===== src/rtl/rcas_pkg.sv =====
// Shared definitions for the chunked ripple-carry add/subtract sequencer.
// Holds the operation select codes, the slice width and the FSM state encoding.
package rcas_pkg;

  localparam logic RCAS_SEL_ADD = 1'b0;
  localparam logic RCAS_SEL_SUB = 1'b1;

  localparam int RCAS_CHUNK = 8;

  typedef enum logic [1:0] {
    IDLE = 2'd0,
    RUN  = 2'd1,
    DONE = 2'd2
  } rcas_state_t;

endpackage


===== src/rtl/rcas_8bit.sv =====
// Combinational 8-bit ripple-carry adder/subtractor slice.
// Subtraction inverts b; the caller supplies c_in=1 on the first chunk.
module rcas_8bit
  import rcas_pkg::*;
(
  input  logic [RCAS_CHUNK-1:0] a,
  input  logic [RCAS_CHUNK-1:0] b,
  input  logic                  sel,
  input  logic                  c_in,
  output logic [RCAS_CHUNK-1:0] sum,
  output logic                  c_out
);

  logic [RCAS_CHUNK-1:0] b_eff;
  logic                  carry;

  assign b_eff = b ^ {RCAS_CHUNK{sel}};

  always_comb begin
    sum   = '0;
    carry = c_in;
    for (int i = 0; i < RCAS_CHUNK; i++) begin
      sum[i] = a[i] ^ b_eff[i] ^ carry;
      carry  = (a[i] & b_eff[i]) | (carry & (a[i] ^ b_eff[i]));
    end
    c_out = carry;
  end

endmodule


===== src/rtl/rcas_seq_ctrl.sv =====
// WIDTH-bit add/subtract sequencer: one byte per clock through a shared 8-bit
// slice, LSB first, with the inter-chunk carry held in a register.
//
// state | meaning
// IDLE  | waiting for a request, req_ready=1
// RUN   | processing chunk idx, 0..NCHUNK-1
// DONE  | result held, rsp_valid=1 until rsp_ready
module rcas_seq_ctrl
  import rcas_pkg::*;
#(
  parameter int WIDTH = 32
) (
  input  logic             clk,
  input  logic             rst_n,
  input  logic             req_valid,
  output logic             req_ready,
  input  logic [WIDTH-1:0] req_a,
  input  logic [WIDTH-1:0] req_b,
  input  logic             req_sel,
  output logic             rsp_valid,
  input  logic             rsp_ready,
  output logic [WIDTH-1:0] rsp_result,
  output logic             rsp_carry,
  output logic             rsp_ovf
);

  localparam int NCHUNK = WIDTH / RCAS_CHUNK;
  localparam int IDX_W  = (NCHUNK > 1) ? $clog2(NCHUNK) : 1;
  localparam logic [IDX_W-1:0] LAST_IDX = IDX_W'(NCHUNK - 1);

  rcas_state_t      state_q, state_d;
  logic [IDX_W-1:0] idx_q, idx_d;
  logic [WIDTH-1:0] a_q, a_d;
  logic [WIDTH-1:0] b_q, b_d;
  logic             sel_q, sel_d;
  logic             carry_q, carry_d;
  logic [WIDTH-1:0] result_q, result_d;
  logic             rsp_carry_q, rsp_carry_d;
  logic             rsp_ovf_q, rsp_ovf_d;

  logic [IDX_W+2:0]      bit_off;
  logic [RCAS_CHUNK-1:0] slice_a, slice_b, slice_sum;
  logic                  slice_cin, slice_cout;

  // Byte offset is idx*8, built by concatenation to avoid a multiplier.
  assign bit_off   = {idx_q, 3'b000};
  assign slice_a   = a_q[bit_off +: RCAS_CHUNK];
  assign slice_b   = b_q[bit_off +: RCAS_CHUNK];
  assign slice_cin = (idx_q == '0) ? sel_q : carry_q;

  rcas_8bit u_slice (
    .a     (slice_a),
    .b     (slice_b),
    .sel   (sel_q),
    .c_in  (slice_cin),
    .sum   (slice_sum),
    .c_out (slice_cout)
  );

  always_ff @(posedge clk or negedge rst_n) begin
    if (!rst_n) begin
      state_q     <= IDLE;
      idx_q       <= '0;
      a_q         <= '0;
      b_q         <= '0;
      sel_q       <= RCAS_SEL_ADD;
      carry_q     <= 1'b0;
      result_q    <= '0;
      rsp_carry_q <= 1'b0;
      rsp_ovf_q   <= 1'b0;
    end else begin
      state_q     <= state_d;
      idx_q       <= idx_d;
      a_q         <= a_d;
      b_q         <= b_d;
      sel_q       <= sel_d;
      carry_q     <= carry_d;
      result_q    <= result_d;
      rsp_carry_q <= rsp_carry_d;
      rsp_ovf_q   <= rsp_ovf_d;
    end
  end

  always_comb begin
    state_d     = state_q;
    idx_d       = idx_q;
    a_d         = a_q;
    b_d         = b_q;
    sel_d       = sel_q;
    carry_d     = carry_q;
    result_d    = result_q;
    rsp_carry_d = rsp_carry_q;
    rsp_ovf_d   = rsp_ovf_q;

    unique case (state_q)
      IDLE: begin
        if (req_valid) begin
          state_d  = RUN;
          a_d      = req_a;
          b_d      = req_b;
          sel_d    = req_sel;
          idx_d    = '0;
          carry_d  = 1'b0;
          result_d = '0;
        end
      end
      RUN: begin
        result_d[bit_off +: RCAS_CHUNK] = slice_sum;
        carry_d = slice_cout;
        idx_d   = idx_q + IDX_W'(1);
        if (idx_q == LAST_IDX) begin
          state_d     = DONE;
          idx_d       = '0;
          rsp_carry_d = slice_cout;
          // Signed overflow: operands agree in sign (b after inversion) but the
          // freshly computed MSB differs from A's sign.
          rsp_ovf_d   = (a_q[WIDTH-1] == (b_q[WIDTH-1] ^ sel_q)) &&
                        (slice_sum[RCAS_CHUNK-1] != a_q[WIDTH-1]);
        end
      end
      DONE: begin
        if (rsp_ready) begin
          state_d = IDLE;
        end
      end
      default: state_d = IDLE;
    endcase
  end

  assign req_ready  = (state_q == IDLE);
  assign rsp_valid  = (state_q == DONE);
  assign rsp_result = result_q;
  assign rsp_carry  = rsp_carry_q;
  assign rsp_ovf    = rsp_ovf_q;

endmodule

===== config.mk =====
export PLATFORM = sky130hd
export DESIGN_NAME = rcas_seq_ctrl
export DESIGN_NICKNAME = d
export VERILOG_FILES = /design/src/rtl/rcas_pkg.sv /design/src/rtl/rcas_8bit.sv /design/src/rtl/rcas_seq_ctrl.sv
export SDC_FILE = /design/constraint.sdc
export NUM_CORES = 1
export LEC_CHECK = 0
export CORE_ASPECT_RATIO = 0.7
export CORE_UTILIZATION = 46
export CTS_CLUSTER_DIAMETER = 100
export CTS_CLUSTER_SIZE = 24
export DETAILED_ROUTE_END_ITERATION = 8
export PLACE_DENSITY = 0.88
export SETUP_SLACK_MARGIN = 0.15
export SYNTH_ARGS = -nofsm -noshare
export SYNTH_HDL_FRONTEND = slang
export SYNTH_HIERARCHICAL = 1
export SYNTH_SLANG_ARGS = --single-unit
export TNS_END_PERCENT = 10

===== constraint.sdc =====
create_clock -name clk -period 5.1 [get_ports clk]
set_input_delay 0.51 -clock clk [delete_from_list [all_inputs] [get_ports clk]]
set_output_delay 0.51 -clock clk [all_outputs]
set_load 0.03 [all_outputs]

---- After elaboration in Yosys (flattened, before gate mapping) ----
Cells that the tools add are included.
operators by class
  add/sub/neg operators ................... 2
  eq/ne operators ......................... 8
  shift-type cells ........................ 4
  muxes and demuxes ....................... 13
  bitwise gates (word level) .............. 42
  reduce and logical (&&, ||, !) cells .... 8
operators by type and width
  cell                                                                      number
  32-bit one-hot mux with 2 select lines                                    1
  32-bit by 6-bit indexed part select with 8-bit output                     2
  32-bit bitwise mux                                                        1
  32-bit two-way mux                                                        1
  8-bit by 7-bit variable shift with 32-bit output (first input constant)   1
  8-bit by 7-bit indexed part select with 32-bit output                     1
  1-bit XOR                                                                 17
  1-bit AND                                                                 16
  2-bit two-way mux                                                         5
  1-bit OR                                                                  8
  8-bit XOR                                                                 1
  5-bit negator with 7-bit output                                           1
  2-bit one-hot mux with 3 select lines                                     1
  2-bit AND reduction                                                       3
  2-bit equality test (second input constant)                               2
  2-bit zero test                                                           2
  2-bit inequality test (second input constant)                             2
  2-bit one-hot mux with 2 select lines                                     1
  3-bit AND reduction                                                       1
  2-bit by 1-bit adder with 2-bit output (second input constant)            1
  2-bit by 1-bit equality test with 1-bit output (second input constant)    1
  1-bit two-way mux                                                         2
  2-bit by 1-bit inequality test with 1-bit output (second input constant)  1
  1-bit one-hot mux with 2 select lines                                     1
  4 further kinds                                                           4
word-level totals
  flip-flop bits (word level) ............. 104
  output and inout bits ................... 36
  logic and storage cells ................. 86

---- Depth between registers and ports, before layout ----
Gate-level depths: netlist (run 1).
  word-level depth ........................ 21
  mapped depth ............................ 20
  gate-level depth less buffers ........... 18

---- Hierarchy ----
The synthesis (run 1) kept the hierarchy.
modules (own cells, without submodules)
  module         times used  cells an instance  area an instance (sq um)  sequential area each (sq um)
  rcas_seq_ctrl  1           278                4727.0                    2602.5
  rcas_8bit      1           33                 301.5                     0.0

---- Worst setup path before layout (run 1) ----
Ideal clock, no wire load.
  path kind ............................... register to register
  start point ............................. reg idx_q[1]
  end point ............................... reg rsp_ovf_q, in the netlist rsp_ovf
  setup time .............................. 0.128 ns
  arrival time ............................ 4.942 ns
  slack ................................... 0.030 ns
  cell stages (with the launch flop) ...... 21
  buffers on the path ..................... 2
  clock period less this slack ............ 5.070 ns
  path through ............................ dfrtp_1 > clkbuf_1 > buf_2 > inv_1 > ha_1 > mux2_2 > inv_1 > fa_1 > inv_1 > fa_1 > inv_1 > fa_1 > fa_1 > fa_1 > fa_1 > fa_1 > inv_1 > fa_1 > nor2b_1 > mux2i_1 > o21ai_0
RTL lines
  item                    RTL line              text
  start, declared         rcas_seq_ctrl.sv:32   logic [IDX_W-1:0] idx_q, idx_d;
  start signal, assigned  rcas_seq_ctrl.sv:73   idx_q <= idx_d;
  2-bit zero test         rcas_seq_ctrl.sv:49   assign slice_cin = (idx_q == '0) ? sel_q : carry_q;
  1-bit two-way mux       rcas_seq_ctrl.sv:49
  net slice_cin           rcas_seq_ctrl.sv:43   logic slice_cin, slice_cout;
  1-bit AND               rcas_8bit.sv:24       carry = (a[i] & b_eff[i]) | (carry & (a[i] ^ b_eff[i]));
  1-bit OR                rcas_8bit.sv:24
  1-bit AND               rcas_8bit.sv:24
  1-bit OR                rcas_8bit.sv:24
  1-bit AND               rcas_8bit.sv:24
  (+5 left out)           n/a
  1-bit AND               rcas_8bit.sv:24
  1-bit OR                rcas_8bit.sv:24
  1-bit AND               rcas_8bit.sv:24
  1-bit OR                rcas_8bit.sv:24
  1-bit XOR               rcas_8bit.sv:23       sum[i] = a[i] ^ b_eff[i] ^ carry;
  net slice_sum[7]        rcas_seq_ctrl.sv:42   logic [RCAS_CHUNK-1:0] slice_a, slice_b, slice_sum;
  1-bit inequality test   rcas_seq_ctrl.sv:118  (slice_sum[RCAS_CHUNK-1] != a_q[WIDTH-1]);
  1-bit logical AND       rcas_seq_ctrl.sv:117  rsp_ovf_d = (a_q[WIDTH-1] == (b_q[WIDTH-1] ^ sel_q)) &&
  end signal, assigned    rcas_seq_ctrl.sv:80   rsp_ovf_q <= rsp_ovf_d;
  end, declared           rcas_seq_ctrl.sv:39   logic rsp_ovf_q, rsp_ovf_d;
The timed path passes the listed nets, and every way through them passes these cells.
A chain may end at the register's enable or synchronous reset.

---- Final worst setup path (run 1) ----
  start point ............................. reg idx_q[0]
  end point ............................... reg rsp_ovf_q, in the netlist rsp_ovf
between the ends
  longest elaborated chain between the ends .. 20
ends and longest elaborated chain
  item                                                       RTL line              text
  32-bit by 6-bit indexed part select with 8-bit output (*)  rcas_seq_ctrl.sv:48   assign slice_b = b_q[bit_off +: RCAS_CHUNK];
  net slice_b[0]                                             rcas_seq_ctrl.sv:42
  8-bit XOR (*)                                              rcas_8bit.sv:17       assign b_eff = b ^ {RCAS_CHUNK{sel}};
  1-bit XOR                                                  rcas_8bit.sv:24
  1-bit AND                                                  rcas_8bit.sv:24
  1-bit OR (*)                                               rcas_8bit.sv:24
  1-bit AND (*)                                              rcas_8bit.sv:24
  1-bit OR (*)                                               rcas_8bit.sv:24
  (+6 left out)                                              n/a
  1-bit AND (*)                                              rcas_8bit.sv:24
  1-bit OR (*)                                               rcas_8bit.sv:24
  1-bit AND (*)                                              rcas_8bit.sv:24
  1-bit OR (*)                                               rcas_8bit.sv:24
  1-bit XOR (*)                                              rcas_8bit.sv:23
  net slice_sum[7]                                           rcas_seq_ctrl.sv:42
  1-bit inequality test (*)                                  rcas_seq_ctrl.sv:118
  1-bit logical AND (*)                                      rcas_seq_ctrl.sv:117
The timed path passes the listed nets; every way through them passes the cells marked *.

==> summary by stage, run 1 <==
Run status
The run finished with clean final reports.

Cells and area
In the final layout, the share of cells above drive strength 1 is 0.279. The number of filler instances in the final layout is 772. The number of antenna diodes in the final layout is 0. At the end of the flow, the number of nets in the layout was 504. Summing all multi-input logic gate instances after layout gives 2200 um2.

In the layout the commonest cells are dfrtp_1, clkdlybuf4s50_1, mux2_4. From synthesis to final layout, the design area changed by 29.3%. Summing all flip-flop and latch instances after layout gives 2600 um2.

Timing
Setup violations remaining at the end of the flow were counted as 0. The maximum operating frequency is 0.212 GHz. The transition time at the pin with the least slew margin is 0.722 ns. Setup total negative slack on the finished layout was measured at 0 ns. The final critical-path share of the clock period is 0.923. The worst relative slew slack is 0.519.

The total count of max-transition violations in the final report is 0. The clock period minus final worst setup slack is 4.71 ns. Setup repair after global routing left no endpoint under its margin.

The number of hold violations in the final report came to 0. For the final database, setup skew stands at 0.00972 ns. The tightest hold path in the finished design has a slack of 0.157 ns.

Yosys
The total nets after synthesis is 394. Of the total synthesized cell area, the portion taken by XOR and XNOR cells is 0.0157. The number of synthesized register bits is 104. The proportion of synthesized area in mux cells is 0.259. After synthesis the cells add up to 5030 um2. Of the total synthesized cell area, the portion taken by full adders, half adders and majority gates is 0.0468. After synthesis, the largest family of logic cells by area is multiplexers. The compound-gate portion of the synthesized area is 0.0697. The synthesized area divided by synthesized cell count is 16.2 um2. The total of warnings raised by yosys is 6. The fraction of the mapped netlist area in simple logic gates is 0.0428. The netlist uses 29 different library cells.

The number of instances in the synthesized netlist is 311. The share of the Yosys chip area taken by registers is 0.518.

Pwr
The peak supply drop is 0.000372 V. The leakage power is 2.87 nW. The power density of the placed cells is 777 nW/um2.

The total power is 5.05 mW.

Drt
For this run, design rule violations remaining after detail routing come to 0. The iteration-0 DRC count of the detailed router is 127. In the routed layout, each cell is associated on average with a via count of 5.25. The first TritonRoute pass finished after 4 iterations. The average detailed-routed wire length per instance is 18.4 um. The antenna violation net count after detailed routing is 0. After detailed routing, the total wire length is 10,300 um.

The total vias in the final route is 2,931.

Place
At the end of routability-driven placement, the weighted congestion stood at 0.783. The port buffer count is 104. The HPWL after detailed placement is 7680 um.

CTS
The number of hold buffers added after CTS is 0. For the worst-skew pair, the clock arrives at the later sink with an insertion delay of 0.35 ns. The clock slew seen by the registers of the worst setup and hold paths is 0.07 ns.

Clock tree synthesis found a total of 104 sinks. The total clock buffers created by CTS is 9. TritonCTS built the clock tree.

The H-tree generated during clock tree synthesis spans 3 levels. The longest clock path from root to sink contains 2 buffers. The tree is rooted in a clkbuf_16.

GRT
The met2 demand-to-capacity share in global routing is 0.325. The global-route met1 utilization is 0.287. The global routing stage identified its most utilized layer as met2.

The number of antenna violations at the first check in global routing came to 0. The via count of the first global-routing pass is 3,226. The first global-routing pass estimated 17,300 um of wire. The aggregate global-route resource usage is 0.206. The residual overflow from global routing is 0.

The met3 usage is 0.0485. The pin count of the biggest net entering global routing is 60.

Floorplan
The die area is 11,400 um2. The floorplan has 31 rows. The initial cell density of the core is 0.480. The region available for standard cell placement spans 10,500 um2. The die height is 89.5 um. The number of I/O pins is 105.

The die span in x is 127 um.

Worst setup path
The kind of critical path is reg2reg. The required time at the worst-slack endpoint is 5.33 ns. The critical path capture point type is a flip-flop.

The startpoint class of the critical path is a flip-flop. The largest fanout on the critical path is 6. Data on the critical path arrives at its endpoint at 4.94 ns.

Job
The tool flagged a number of max-cap violations equal to 0.

Min path
The class of the most critical hold timing path is in2async.
-- cells in the mapped netlist --
| cell | instances | area, um2 |
|---|---|---|
| fa_1 | 8 | 160 |
| mux4_2 | 16 | 360 |
| o21bai_1 | 1 | 7.51 |
| nand2b_4 | 1 | 13.8 |
| nand2_1 | 10 | 37.5 |
| buf_2 | 4 | 20.0 |
| a22o_1 | 32 | 280 |
| xnor2_1 | 7 | 61.3 |
| nand2b_1 | 2 | 12.5 |
| mux2_2 | 16 | 180 |
| xor2_1 | 2 | 17.5 |
| mux2i_1 | 1 | 10.0 |
| buf_6 | 2 | 22.5 |
| o31ai_1 | 1 | 7.51 |
| a21o_1 | 4 | 30.0 |
| nor2b_1 | 2 | 12.5 |
| mux2_4 | 50 | 751 |
| nand3b_4 | 1 | 20.0 |
| o21ai_0 | 4 | 20.0 |
| ha_1 | 6 | 75.1 |
| and2_4 | 1 | 8.76 |
| nand3b_1 | 1 | 7.51 |
| clkbuf_1 | 2 | 7.51 |
| nor2_1 | 2 | 7.51 |
| a21oi_1 | 1 | 5.00 |
| dfrtp_1 | 104 | 2600 |
| nor4b_4 | 4 | 95.1 |
| inv_1 | 20 | 75.1 |
| buf_12 | 6 | 120 |
-- kinds of logic after synthesis --
family / after synthesis
xor+xnor: 9
flops: 104
buf+inv: 34
compound gates: 43
fa+ha+maj: 14
simple gates: 24
mux: 83
-- worst max-delay path, cell delays in order, from the launching register on --
cell and delay (ns):
dfrtp_2 0.43, mux4_2 0.52, xnor2_1 0.16, fa_1 0.37
inv_1 0.07, fa_1 0.15, inv_1 0.05, fa_1 0.37
fa_1 0.39, fa_1 0.39, fa_1 0.39, fa_2 0.36
inv_1 0.09, fa_2 0.48, nor2b_1 0.16, mux2i_1 0.12
o21ai_0 0.08
-- registers in the layout (all words and copies together), names as in the netlist --
name and cells:
rsp_carry 1, idx_q 2, state_q 2, sel_q 1, a_q 32, rsp_ovf 1
rsp_result 32, carry_q 1, b_q 32
-- per-layer routing --
metal	routed length, um	up-vias	share of wire
li1	-	1347	-
met1	5020	1478	0.49
met2	4570	95	0.44
met3	578	11	0.056
met4	119	0	0.012
met5	0	-	0
-- power breakdown --
group	switching, mW	leakage, nW	internal [mW]	total (mW)
sequential	0.255	1.30	1.20	1.45
clock	0.310	0.167	0.485	0.795
combinational	1.44	1.41	1.36	2.80
total	2.01	2.87	3.04	5.05
-- final timing paths --
check / from / endpoint / slack [ns] / depth (start not counted)
setup / recovery: idx_q[0]$_DFFE_PN0P_ / rsp_ovf$_DFFE_PN0P_ / 0.39 / 16
hold / removal: rst_n / a_q[31]$_DFFE_PN0P_ / 0.16 / 1
setup reg to reg: idx_q[0]$_DFFE_PN0P_ / rsp_ovf$_DFFE_PN0P_ / 0.39 / 16
hold reg to reg: rsp_carry$_DFFE_PN0P_ / rsp_carry$_DFFE_PN0P_ / 0.50 / 2
max in group asynchronous: rst_n / idx_q[0]$_DFFE_PN0P_ / 3.75 / 2
min in group clk: rsp_carry$_DFFE_PN0P_ / rsp_carry$_DFFE_PN0P_ / 0.50 / 2
-- layout make-up --
type                    instances  share of cell area
clock inverters                 7              0.0191
repair buffers                113               0.171
inverters                      20              0.0115
flip-flops and latches        104               0.401
multi-input cells             173               0.338
well taps                     132              0.0254
clock buffers                   9              0.0346
-- through the flow --
stage | cells | setup WS, ns | cell area, um2 | utilization
after floorplan | 311 | 0.161 | 5030 | -
after global placement | 541 | 0.316 | 6120 | 0.585
after detailed placement | 541 | 0.211 | 6120 | 0.585
after CTS | 557 | 0.183 | 6470 | 0.618
after global routing | 558 | 0.187 | 6500 | 0.621
final | 558 | 0.393 | 6500 | 0.621
-- repair_timing --
action / in CTS / in global routing
resized for setup: 0 / 6
buffers inserted: 0 / 1
endpoints found under the setup margin: 0 / 5
(Power assumes the default switching activity.)
==> run 2, diff against run 1 <==
--- a/config.mk
+++ b/config.mk
@@ -6,11 +6,11 @@
 export NUM_CORES = 1
 export LEC_CHECK = 0
 export CORE_ASPECT_RATIO = 0.7
-export CORE_UTILIZATION = 46
+export CORE_UTILIZATION = 50
 export CTS_CLUSTER_DIAMETER = 100
 export CTS_CLUSTER_SIZE = 24
 export DETAILED_ROUTE_END_ITERATION = 8
-export PLACE_DENSITY = 0.88
+export PLACE_DENSITY = 0.9
 export SETUP_SLACK_MARGIN = 0.15
 export SYNTH_ARGS = -nofsm -noshare
 export SYNTH_HDL_FRONTEND = slang
==> constraint.sdc (replaced) <==
create_clock -name clk -period 5.02 [get_ports clk]
set_input_delay 0.502 -clock clk [delete_from_list [all_inputs] [get_ports clk]]
set_output_delay 0.502 -clock clk [all_outputs]
set_load 0.03 [all_outputs]
==> run 2 against run 1 <==
  * Critical path depth unchanged
  * Via count up 3.0%
  * Register-to-register slack worse by 0.03 ns
  * Power up 1.1%
  * Clock-buffer cell count up 1
  * Clock skew down 0.00096 ns
  * Clock power down 16%
  * Final cell count down 0.72%
  * Sequential share of layout area up 0.40 points
  * Design area down 1.0%
  * Hold slack better by 0.032 ns
  * Largest cell class unchanged
  * Critical endpoint unchanged
  * Utilization up 4.1 points
==> summary by stage, run 2 (synthesized netlist as in run 1, its figures left out) <==
Run status
Outcome: finished clean (unchanged).

Drt
The average detailed-routed wire length per instance is 19.6 um (was 18.4 um). The detail-routed via count per cell is 5.45 (was 5.25). The remaining design rule violation count is 0 (unchanged). The antenna violation net count after detailed routing was 0 (unchanged). The wire length after detailed routing came to 10,900 um (was 10,300 um). The number of search-and-repair iterations in the first detailed-routing pass is 4 (unchanged). The total vias in the final route is 3,019 (was 2,931).

The iteration-0 DRC count of the detailed router was 179 (was 127).

Job
The reported max-cap violation count is 0 (unchanged).

Cells and area
The storage element area was 2600 um2 (unchanged). The post-route standard cell area excluding fillers was 6440 um2 (was 6500 um2). The number of filler instances in the final layout came to 658 (was 772). The layout cell share with drive strength beyond 1 is 0.284 (was 0.279). The count of inserted antenna diode cells was 0 (unchanged). The footprint of the multi-input gates is 2200 um2 (about the same). Leading cell types in the layout, fill and taps excluded: dfrtp_1, clkdlybuf4s50_1, mux2_4 (unchanged). The area growth from synthesis to layout is 28.0% (was 29.3%).

The number of nets in the final layout is 504 (unchanged).

Worst setup path
The worst reg-to-reg path cell count is 16 (unchanged). The worst reg2reg path endpoint is rsp_ovf$_DFFE_PN0P_ (unchanged). The slack of the worst reg-to-reg path is 0.37 ns (was 0.39 ns).

The required time at the worst-slack endpoint was 5.24 ns (was 5.33 ns). The largest fanout on the critical path came to 5 (was 6). The kind of critical path is reg2reg (unchanged). The critical path capture point type is a flip-flop (unchanged). The arrival time at the worst endpoint is 4.88 ns (was 4.94 ns). The worst reg2reg path startpoint is idx_q[0]$_DFFE_PN0P_ (unchanged). The startpoint class of the critical path is a flip-flop (unchanged).

GRT
The via count of the first global-routing pass is 3,195 (was 3,226). The residual overflow from global routing is 0 (unchanged). The pin count of the biggest net entering global routing is 66 (was 60).

The aggregate global-route resource usage is 0.228 (was 0.206). The wire length of the first global-routing pass was 17,400 um (was 17,300 um). The number of antenna violations at the first check in global routing came to 0 (unchanged).

Timing
The maximum operating frequency is 0.215 GHz (was 0.212 GHz). The maximum clock skew at final layout is 0.00876 ns (was 0.00972 ns). The number of hold violations in the final report is 0 (unchanged). The worst relative slew slack is 0.259 (was 0.519). The transition time at the pin with the least slew margin is 1.11 ns (was 0.722 ns). The total count of max-transition violations in the final report is 0 (unchanged). The clock period minus final worst setup slack is 4.65 ns (was 4.71 ns). RSZ-0062 raised after global routing: false (unchanged). The final count of negative-setup-slack endpoints came to 0 (unchanged).

The sum of negative setup slack is 0 ns (unchanged). The final critical-path share of the clock period is 0.927 (was 0.923).

Place
The routability-driven placement congestion ratio is 0.831 (was 0.783). The post-detailed-placement cell area was 6120 um2 (about the same). The port buffer count is 104 (unchanged). The placed wire-length estimate after detailed placement was 8050 um (was 7680 um).

CTS
The clock slew seen by the registers of the worst setup and hold paths is 0.07 ns (about the same). The clock tree from TritonCTS is done (unchanged). The total clock buffers created by CTS is 9 (unchanged). The clock insertion delay at the later pin of the skew report was 0.35 ns (about the same). The clock tree buffer depth is 2 (unchanged). The H-tree depth reported by CTS was 3 (unchanged). The number of clock sinks seen by CTS is 104 (unchanged). The clock root buffer master is clkbuf_16 (unchanged).

Pwr
The leakage power is 2.84 nW (was 2.87 nW). The power density of the placed cells came to 793 nW/um2 (was 777 nW/um2). The total power is 5.10 mW (was 5.05 mW). The peak supply drop was 0.000412 V (was 0.000372 V).

Floorplan
The initial cell density of the core is 0.517 (was 0.480). The row count is 30 (was 31). The placeable core region was 9720 um2 (was 10,500 um2).

The die span in x is 122 um (was 127 um). The number of I/O pins was 105 (unchanged). The die area is 10,500 um2 (was 11,400 um2). The die height is 85.9 um (was 89.5 um).

Min path
The class of the most critical hold timing path is in2async (unchanged).
[run 2: changes by cell type in the layout (fill, tap and decap cells not counted)]
cell,before,now
bufinv_16,3,0
fa_1,6,4
fa_2,2,4
buf_4,9,10
buf_6,1,0
clkbuf_8,0,1
clkinv_2,0,1
clkinv_4,0,1
clkinvlp_4,1,0
inv_6,3,4
[run 2: metal layers]
| layer | track usage | part of all wire | up-vias |
|---|---|---|---|
| met2 | 0.359 | 0.49 | 135 |
| met4 | 0.0584 | 0.016 | 0 |
| li1 | - | - | 1342 |
| met5 | 0 | 0 | - |
| met3 | 0.0645 | 0.067 | 18 |
| met1 | 0.313 | 0.43 | 1524 |
[run 2: worst max-delay path by stage]
stage	cells past startpoint	endpoint	slack [ns]	start
6_report	16	rsp_ovf$_DFFE_PN0P_	0.37	idx_q[0]$_DFFE_PN0P_
5_1_grt	16	rsp_ovf$_DFFE_PN0P_	0.16	idx_q[0]$_DFFE_PN0P_
4_1_cts	18	rsp_ovf$_DFFE_PN0P_	0.19	idx_q[1]$_DFFE_PN0P_
3_5_place_dp	16	rsp_ovf$_DFFE_PN0P_	0.16	idx_q[0]$_DFFE_PN0P_
3_3_place_gp	16	rsp_ovf$_DFFE_PN0P_	0.33	idx_q[0]$_DFFE_PN0P_
2_1_floorplan	17	rsp_ovf$_DFFE_PN0P_	0.21	idx_q[0]$_DFFE_PN0P_
[run 2: cell type report]
| class | count | share of cell area |
|---|---|---|
| flip-flops and latches | 104 | 0.405 |
| multi-input cells | 173 | 0.342 |
| repair buffers | 113 | 0.172 |
| clock buffers | 10 | 0.0371 |
| well taps | 128 | 0.0249 |
| inverters | 20 | 0.0117 |
| clock inverters | 6 | 0.00758 |
[run 2: critical path, stage by stage, from the launching register on]
cell and delay, ns:
dfrtp_2 0.42, mux4_2 0.53, xnor2_1 0.16, fa_1 0.38, inv_1 0.08, fa_1 0.16, inv_1 0.05, fa_1 0.38
fa_2 0.36, fa_2 0.35, fa_2 0.35, fa_1 0.38, inv_1 0.10, fa_2 0.46, nor2b_1 0.16, mux2i_1 0.13
o21ai_0 0.08
[run 2: timing repair]
item                                    4_1_cts  5_1_grt
gates resized for setup                       1        5
endpoints found under the setup margin        1        1
setup buffers                                 0        1
pin swaps                                     0        1
hold buffers                                  0        0
[run 2: stage by stage]
step / utilization / hold WS (ns) / instances / setup slack (ns)
2_1_floorplan: - / 0.206 / 311 / 0.207
3_3_place_gp: 0.629 / 0.485 / 537 / 0.334
3_5_place_dp: 0.629 / 0.492 / 537 / 0.156
4_1_cts: 0.659 / 0.209 / 553 / 0.189
5_1_grt: 0.662 / 0.239 / 554 / 0.163
6_report: 0.662 / 0.189 / 554 / 0.367
[run 2: power by group]
| part | switching, mW | internal, mW | leakage (nW) |
|---|---|---|---|
| Sequential | 0.266 | 1.21 | 1.30 |
| Clock | 0.314 | 0.357 | 0.144 |
| Combinational | 1.53 | 1.42 | 1.40 |
| Total | 2.11 | 2.99 | 2.84 |
==> run 3, diff against run 2 <==
--- a/config.mk
+++ b/config.mk
@@ -12,6 +12,7 @@
 export DETAILED_ROUTE_END_ITERATION = 8
 export PLACE_DENSITY = 0.9
 export SETUP_SLACK_MARGIN = 0.15
+export SKIP_CTS_REPAIR_TIMING = 1
 export SYNTH_ARGS = -nofsm -noshare
 export SYNTH_HDL_FRONTEND = slang
 export SYNTH_HIERARCHICAL = 1
==> constraint.sdc (replaced) <==
create_clock -name clk -period 5.2 [get_ports clk]
set_input_delay 0.52 -clock clk [delete_from_list [all_inputs] [get_ports clk]]
set_output_delay 0.52 -clock clk [all_outputs]
set_load 0.03 [all_outputs]
==> run 3 against run 2 <==
  * Final cell count is 0.54% lower
  * Largest cell class unchanged
  * Critical path type unchanged
  * Clock power hardly changed
  * First-iteration DRC count is 0.56% higher
  * Register-to-register slack hardly changed
  * Design area is 0.35% lower
  * Global-route usage is 0.28 points higher
  * Largest power group unchanged
==> summary by stage, run 3 (synthesized netlist as in run 1, its figures left out) <==
Worst setup path
The startpoint class of the critical path is a flip-flop (unchanged). The critical path capture point type is a flip-flop (unchanged). The worst reg2reg path startpoint is idx_q[0]$_DFFE_PN0P_ (unchanged). The arrival time at the worst endpoint was 5.06 ns (was 4.88 ns). The required time at the worst-slack endpoint was 5.43 ns (was 5.24 ns). The largest fanout on the critical path is 6 (was 5).

The worst reg2reg path endpoint is rsp_ovf$_DFFE_PN0P_ (unchanged). The kind of critical path is reg2reg (unchanged). The slack of the worst reg-to-reg path is 0.38 ns (was 0.37 ns). The worst reg-to-reg path cell count is 16 (unchanged).

Run status
Outcome: finished clean (unchanged).

GRT
The residual overflow from global routing is 0 (unchanged). The aggregate global-route resource usage is 0.231 (was 0.228). The number of antenna violations at the first check in global routing is 0 (unchanged). The wire length of the first global-routing pass is 17,700 um (was 17,400 um). The via count of the first global-routing pass is 3,259 (was 3,195). The pin count of the biggest net entering global routing is 78 (was 66).

Cells and area
Leading cell types in the layout, fill and taps excluded: dfrtp_1, clkdlybuf4s50_1, mux2_4 (unchanged). The layout cell share with drive strength beyond 1 came to 0.272 (was 0.284). The footprint of the multi-input gates came to 2200 um2 (about the same).

The storage element area is 2600 um2 (unchanged). The number of nets in the final layout was 501 (was 504). The area growth from synthesis to layout is 27.5% (was 28.0%).

The count of inserted antenna diode cells is 0 (unchanged). The number of filler instances in the final layout was 659 (was 658).

Timing
The maximum operating frequency was 0.207 GHz (was 0.215 GHz). The post-route worst setup slack is 0.376 ns (was 0.367 ns). The final critical-path share of the clock period was 0.928 (was 0.927).

The total count of max-transition violations in the final report was 0 (unchanged). The transition time at the pin with the least slew margin is 1.14 ns (was 1.11 ns). The minimum hold slack is 0.0700 ns (was 0.189 ns). The final count of negative-setup-slack endpoints is 0 (unchanged). The sum of negative setup slack is 0 ns (unchanged).

The worst relative slew slack is 0.243 (was 0.259). RSZ-0062 raised after global routing: false (unchanged). The clock period minus final worst setup slack is 4.82 ns (was 4.65 ns). The maximum clock skew at final layout is 0.0104 ns (was 0.00876 ns). The number of hold violations in the final report is 0 (unchanged).

CTS
The clock slew seen by the registers of the worst setup and hold paths was 0.08 ns (was 0.07 ns). The clock root buffer master is clkbuf_16 (unchanged). The total clock buffers created by CTS is 9 (unchanged). The clock tree buffer depth is 2 (unchanged). The number of clock sinks seen by CTS is 104 (unchanged). The H-tree depth reported by CTS is 3 (unchanged). The clock tree from TritonCTS is done (unchanged). The clock insertion delay at the later pin of the skew report is 0.35 ns (about the same).

Place
The port buffer count is 104 (unchanged). The placed wire-length estimate after detailed placement is 7980 um (was 8050 um). The pre-CTS setup slack is 0.326 ns (was 0.156 ns). The routability-driven placement congestion ratio came to 0.845 (was 0.831).

Min path
The class of the most critical hold timing path is in2async (unchanged).

Drt
The total vias in the final route is 2,978 (was 3,019). The number of search-and-repair iterations in the first detailed-routing pass came to 4 (unchanged). The remaining design rule violation count is 0 (unchanged). The antenna violation net count after detailed routing is 0 (unchanged).

The detail-routed via count per cell was 5.40 (was 5.45). The average detailed-routed wire length per instance came to 19.9 um (was 19.6 um). The iteration-0 DRC count of the detailed router is 180 (was 179).

The wire length after detailed routing is 10,900 um (about the same).

Pwr
The peak supply drop is 0.000414 V (was 0.000412 V). The leakage power is 2.83 nW (was 2.84 nW). The power density of the placed cells is 761 nW/um2 (was 793 nW/um2).

Floorplan
The die span in x is 122 um (unchanged). The die height is 85.9 um (unchanged). The row count is 30 (unchanged). The number of I/O pins is 105 (unchanged).

The initial cell density of the core is 0.517 (unchanged). The die area was 10,500 um2 (unchanged). The placeable core region was 9720 um2 (unchanged).

Job
The reported max-cap violation count is 0 (unchanged).
==> run 3: worst max-delay path, cell delays in order (launching register included) <==
cell and delay (ns):
dfrtp_2 0.41, mux4_2 0.53, xnor2_1 0.16, fa_1 0.38
inv_1 0.07, fa_1 0.15, inv_1 0.05, fa_1 0.38
fa_1 0.40, fa_1 0.39, fa_1 0.40, fa_1 0.41
inv_1 0.10, fa_2 0.48, nor2b_1 0.16, mux2i_1 0.14
o21ai_0 0.09
==> run 3: per-layer routing <==
layer	part of all wire	track usage
met1	0.46	0.323
met2	0.48	0.368
met3	0.051	0.0512
met4	0.0095	0.0572
met5	0	0
==> run 3: where the power goes <==
part,leakage (nW),internal (mW),switching [mW],total [mW]
registers,1.30,1.17,0.266,1.44
logic,1.39,1.33,1.45,2.78
clock network,0.143,0.340,0.328,0.668
total,2.83,2.84,2.05,4.88
==> run 3: worst max-delay path by stage <==
stage / from / end / cells after the start
after global routing: idx_q[0]$_DFFE_PN0P_ / rsp_ovf$_DFFE_PN0P_ / 16
after detailed placement: idx_q[1]$_DFFE_PN0P_ / rsp_ovf$_DFFE_PN0P_ / 18
final: idx_q[0]$_DFFE_PN0P_ / rsp_ovf$_DFFE_PN0P_ / 16
after floorplan: idx_q[1]$_DFFE_PN0P_ / rsp_ovf$_DFFE_PN0P_ / 20
after global placement: idx_q[0]$_DFFE_PN0P_ / rsp_ovf$_DFFE_PN0P_ / 18
after CTS: idx_q[1]$_DFFE_PN0P_ / rsp_ovf$_DFFE_PN0P_ / 18
==> run 3: area by class of cell <==
type,instances,area share
clock buffers,9,0.0351
clock inverters,7,0.0109
inverters,20,0.0117
multi-input cells,173,0.342
flip-flops and latches,104,0.406
well taps,128,0.0250
repair buffers,110,0.169
==> run 3: metrics by stage <==
stage | utilization | instances | instance area (um2) | power [mW]
after floorplan | - | 311 | 5030 | 3.36
after global routing | 0.660 | 551 | 6410 | 5.18
after global placement | 0.628 | 535 | 6100 | 4.05
after detailed placement | 0.628 | 535 | 6100 | 4.16
after CTS | 0.658 | 551 | 6400 | 4.85
final | 0.660 | 551 | 6410 | 4.88
